$ cat config.mk
export PLATFORM = sky130hd
export DESIGN_NAME = tl_ul_inflight_tracker
export DESIGN_NICKNAME = d
export VERILOG_FILES = /design/src/rtl/tl_ul_inflight_tracker.sv
export SDC_FILE = /design/constraint.sdc
export NUM_CORES = 1
export LEC_CHECK = 0
export CAP_MARGIN = 20
export CORE_UTILIZATION = 41
export CTS_BUF_LIST = sky130_fd_sc_hd__clkbuf_8 sky130_fd_sc_hd__clkbuf_16
export CTS_CLUSTER_DIAMETER = 50
export DETAILED_ROUTE_END_ITERATION = 8
export MAX_ROUTING_LAYER = met4
export PLACE_DENSITY = 0.66
export SKIP_LAST_GASP = 1
export SYNTH_ARGS = -nofsm -noshare
export SYNTH_HDL_FRONTEND = slang
export SYNTH_SLANG_ARGS = --single-unit
$ cat constraint.sdc
create_clock -name clock -period 2.8 [get_ports clock]
set_input_delay 0.7 -clock clock [delete_from_list [all_inputs] [get_ports clock]]
set_output_delay 0.7 -clock clock [all_outputs]
set_load 0.05 [all_outputs]
$ cat src/rtl/tl_ul_inflight_tracker.sv
// TL-UL in-flight request tracker: per-source outstanding table with protocol
// error detection (bad opcode, duplicate source, orphan/mismatched response, timeout).
module tl_ul_inflight_tracker #(
  parameter int unsigned TIMEOUT = 255,
  parameter int unsigned NSRC    = 4
) (
  input  logic                         clock,
  input  logic                         reset_n,
  input  logic                         a_valid,
  input  logic                         a_ready,
  input  logic [2:0]                   a_opcode,
  input  logic [2:0]                   a_size,
  input  logic [1:0]                   a_source,
  input  logic                         d_valid,
  input  logic                         d_ready,
  input  logic [2:0]                   d_opcode,
  input  logic [2:0]                   d_size,
  input  logic [1:0]                   d_source,
  output logic [NSRC-1:0]              inflight,
  output logic [$clog2(NSRC+1)-1:0]    outstanding_cnt,
  output logic                         err_bad_opcode,
  output logic                         err_dup_source,
  output logic                         err_orphan_d,
  output logic                         err_mismatch,
  output logic                         err_timeout,
  output logic                         err_sticky
);

  localparam int unsigned CNT_W = $clog2(NSRC + 1);
  localparam logic [7:0]  TO8   = 8'(TIMEOUT);

  typedef struct packed {
    logic       busy;
    logic       exp_data;
    logic [2:0] size;
    logic [7:0] age;
  } entry_t;

  entry_t ent_q [NSRC];
  entry_t ent_d [NSRC];

  logic             a_fire;
  logic             d_fire;
  logic             a_op_ok;
  logic             alloc;
  logic             bad_d;
  logic             dup_d;
  logic             orphan_d;
  logic             mm_d;
  logic             to_d;
  logic [NSRC-1:0]  busy_d;
  logic [CNT_W-1:0] cnt_d;

  assign a_fire  = a_valid & a_ready;
  assign d_fire  = d_valid & d_ready;
  assign a_op_ok = (a_opcode == 3'd0) || (a_opcode == 3'd1) || (a_opcode == 3'd4);
  assign alloc   = a_fire & a_op_ok;

  // Next table state: D retires first, then aging, then A allocates.
  always_comb begin
    for (int i = 0; i < int'(NSRC); i++) ent_d[i] = ent_q[i];
    bad_d    = 1'b0;
    dup_d    = 1'b0;
    orphan_d = 1'b0;
    mm_d     = 1'b0;
    to_d     = 1'b0;
    busy_d   = '0;
    cnt_d    = '0;

    if (d_fire) begin
      if (ent_q[d_source].busy) begin
        ent_d[d_source].busy = 1'b0;
        if ((d_opcode != {2'b00, ent_q[d_source].exp_data}) ||
            (d_size != ent_q[d_source].size))
          mm_d = 1'b1;
      end else begin
        orphan_d = 1'b1;
      end
    end

    if (a_fire && !a_op_ok) bad_d = 1'b1;

    // Age survivors; the saturated-age guard keeps the timeout a single pulse.
    for (int i = 0; i < int'(NSRC); i++) begin
      if (ent_d[i].busy && !(alloc && (2'(i) == a_source))) begin
        if (ent_q[i].age != 8'hFF) ent_d[i].age = ent_q[i].age + 8'd1;
        if ((ent_d[i].age == TO8) && (ent_q[i].age != TO8)) to_d = 1'b1;
      end
    end

    if (alloc) begin
      if (ent_d[a_source].busy) dup_d = 1'b1;
      ent_d[a_source] = '{busy: 1'b1, exp_data: (a_opcode == 3'd4),
                          size: a_size, age: 8'd0};
    end

    for (int i = 0; i < int'(NSRC); i++) begin
      busy_d[i] = ent_d[i].busy;
      cnt_d     = cnt_d + CNT_W'(ent_d[i].busy);
    end
  end

  always_ff @(posedge clock) begin
    if (!reset_n) begin
      for (int i = 0; i < int'(NSRC); i++) ent_q[i] <= '0;
      inflight        <= '0;
      outstanding_cnt <= '0;
      err_bad_opcode  <= 1'b0;
      err_dup_source  <= 1'b0;
      err_orphan_d    <= 1'b0;
      err_mismatch    <= 1'b0;
      err_timeout     <= 1'b0;
      err_sticky      <= 1'b0;
    end else begin
      for (int i = 0; i < int'(NSRC); i++) ent_q[i] <= ent_d[i];
      inflight        <= busy_d;
      outstanding_cnt <= cnt_d;
      err_bad_opcode  <= bad_d;
      err_dup_source  <= dup_d;
      err_orphan_d    <= orphan_d;
      err_mismatch    <= mm_d;
      err_timeout     <= to_d;
      err_sticky      <= err_sticky | bad_d | dup_d | orphan_d | mm_d | to_d;
    end
  end

endmodule

==> metrics.md <==
| Metric | Value |
|---|---|
| Synth top area share | 0.367 |
| Worst-Margin Slew | 0.515 ns |
| Vias in the first global route | 2747 |
| First DRT Iteration DRCs | 118 |
| Critical Path RT | 3.03 ns |
| # nets final | 490 |
| Port Buffers | 34 |
| Critical Path AT | 2.89 ns |
| IR Drop Worst-Case VDD | 0.254 mV |
| Die Wd | 92.0 um |
| # setup viols final | 0 |
| Gr usage total | 0.203 |
| Layout area overhead | 25.1% |
| Global-route wire length before repair | 13000 um |
| Post-synth top flop | dfxtp_1 |
| Setup TNS | 0 ns |
| Drt pass-1 iters | 4 |
| Layout Skew | 0.00832 ns |
| Hold depth | 2 |
| Place WS | -0.361 ns |
| Synthesized area | 3320 um^2 |
| Grt total ovfl | 0 |
| Root buf cell | clkbuf_8 |
| Tot Pwr | 0.00171 W |
| Drt wl/cell | 13.8 um |
| Worst setup margin | 0.141 ns |
| Slew HR | 0.656 |
| Vias | 3038 |
| Crit Path Class | primary input to flip-flop |
| Yosys warns | 0 |
| CTS Hold Bufs | 0 |
| Slowest stage delay, CP | 0.51 ns |
| P per Cell Area | 411 nW/um^2 |
| Critical path buffer and inverter count | 2 |
| Post-route ant nets | 0 |
| TritonCTS buffer count | 9 |
| Hold Crit Class | flip-flop to flip-flop |
| Average size of a mapped cell | 8.39 um^2 |
| RSZ-0062 raised after global routing | no |
| Area leader, netlist | dfxtp_1 |
| Die ar. | 8470 um^2 |
| End-of-flow core utilization | 0.535 |
| Top cells by area, synth | dfxtp_1 (37%), nand2_1 (7.3%), mux2i_1 (5.1%) |
| Sequential area share after synthesis | 0.367 |
| Total wire length | 7830 um |
| Antenna violations before repair | 0 |
| Pins Over Slew Limit | 0 |
| Critical Path Source Type | primary input |
| Starting Density | 0.428 |
| Final HPWL DP | 5800 um |
| Std-Cell Rows | 32 |
| Path depth of the worst reg2reg path | 7 |
| Htree depth | 3 |
| Share of cells above drive strength 1 | 0.144 |
| Filler cells | 774 |
| Crit path max fanout | 2 |
| Slowest-stage cell, CP | clkdlybuf4s50_1 |
| Post-synth EDFFs | 0 |
| Clk sinks | 61 |
| FF+latch count, synth | 61 |
| CTS tree | done |
| Delay-heaviest family, CP | adder cells |
| Core area | 7770 um^2 |
| Pleak | 1.57 nW |
| DRC | 0 |
| Crit-path cells | clkdlybuf4s50_1 -> inv_2 -> or4_4 -> nand2_4 -> fa_1 -> ha_2 -> ha_1 -> and2_1 |
| Die Ht | 92.0 um |
| Commonest cells in the netlist | nand2_1 (65), dfxtp_1 (61), nor2_1 (38), nand3_1 (22), mux2i_1 (17) |
| Crit path depth | 8 |
| FFs w/ async S/R, synth | 0 |
| Diodes inserted | 0 |
| Yosys cell types | 58 |
| IO Pins | 35 |
| Syn Nets | 425 |
| Status | finished, final reports clean |
| Final period util | 0.950 |
| Fin. Hold Viols | 0 |
| Clk_lat worst skew | 0.34 ns |
| Routability cong. | 0.869 |
| Final min period | 2.66 ns |
| Worst setup EP type | flip-flop |
| Clock buffer depth | 2 |
| Vias per std cell | 5.36 |
| Top-count cell post-synth | nand2_1 |
| Largest net degree at the start of global routing | 18 |
| Cells after Synth | 396 |
| Peak Freq | 376 MHz |
| Worst-path clk slew | 0.06 ns |
| Max Cap Viol | 0 |
[layer usage]
layer	track usage	vias to the layer above	wire length (um)
li1	-	1547	-
met1	0.258	1414	3820
met2	0.314	67	3560
met3	0.0439	10	297
met4	0.0833	0	146
met5	-	-	0
[report_power, final]
group | internal (W) | switching [W] | total [W]
clock | 0.000327 | 0.000332 | 0.000660
sequential | 0.000875 | 0.00000617 | 0.000882
combinational | 0.0000824 | 0.0000840 | 0.000166
total | 0.00129 | 0.000422 | 0.00171
[layout make-up]
cell class	instances	area [um^2]	area share
clock inverter	5	21.3	0.00512
sequential	61	1220	0.294
clock buffer	10	138	0.0331
multi-input combinational	314	2010	0.483
inverter	4	15.0	0.00361
timing repair buffer	71	626	0.151
tap	102	128	0.0307
[worst min-delay path: cells and delay by family, from the launching register on]
kind,cells,cell delay (ns)
compound gates,1,0.06
flops,1,0.31
simple gates,1,0.05
[sequential cells by signal, summed over array words and instances, names as in the netlist]
register         count
err_timeout          1
ent_q               49
outstanding_cnt      3
err_mismatch         1
err_dup_source       1
err_orphan_d         1
err_bad_opcode       1
inflight             3
err_sticky           1
[cells in the final DEF (no fill, tap or decap), types with 3 or more instances in the layout]
cell	n
o21ai_0	15
o31a_1	3
clkdlybuf4s50_1	31
and2_1	8
mux2i_1	17
ha_1	5
dfxtp_1	61
nor2b_1	9
nand3_1	22
xnor2_1	11
nor3_1	12
or3_1	4
nor3b_1	3
inv_1	6
mux4_2	3
dlymetal6s2s_1	3
a31oi_1	3
and4_1	4
xor2_1	10
nand2b_1	4
buf_4	37
a21boi_0	11
nand2_1	64
a21oi_1	14
and3_1	4
nand4_1	12
clkbuf_8	10
nor2_1	38
[timing repair]
action / in CTS / in global routing
resized for setup: 0 / 7
setup endpoints to repair: 0 / 2
buffers inserted: 0 / 1
[logic make-up after synthesis]
logic type,Yosys count,synth area share
AO/OA/AOI/OAI,66,0.141
XOR/XNOR,21,0.0553
adder cells (fa/ha/maj),7,0.0286
buffers and inverters,21,0.0324
flip-flops,61,0.367
multiplexers,21,0.0749
AND/OR/NAND/NOR,199,0.300
[path summary, 6_finish.rpt]
path	from	end	slack, ns
setup / recovery	a_source[1]	outstanding_cnt[1]	0.14
hold / removal	ent_q[0][9]	ent_q[0][9]	0.46
setup reg to reg	ent_q[0][0]	err_sticky	0.51
hold reg to reg	ent_q[0][9]	ent_q[0][9]	0.46
[metrics by stage]
step / area [um^2] / hold WS, ns / instances
2_1_floorplan: 3320 / 0.440 / 396
3_3_place_gp: 3970 / 0.448 / 551
3_5_place_dp: 3970 / 0.457 / 551
4_1_cts: 4130 / 0.466 / 566
5_1_grt: 4160 / 0.486 / 567
6_report: 4160 / 0.463 / 567
Power figures use the tool's default switching activity.
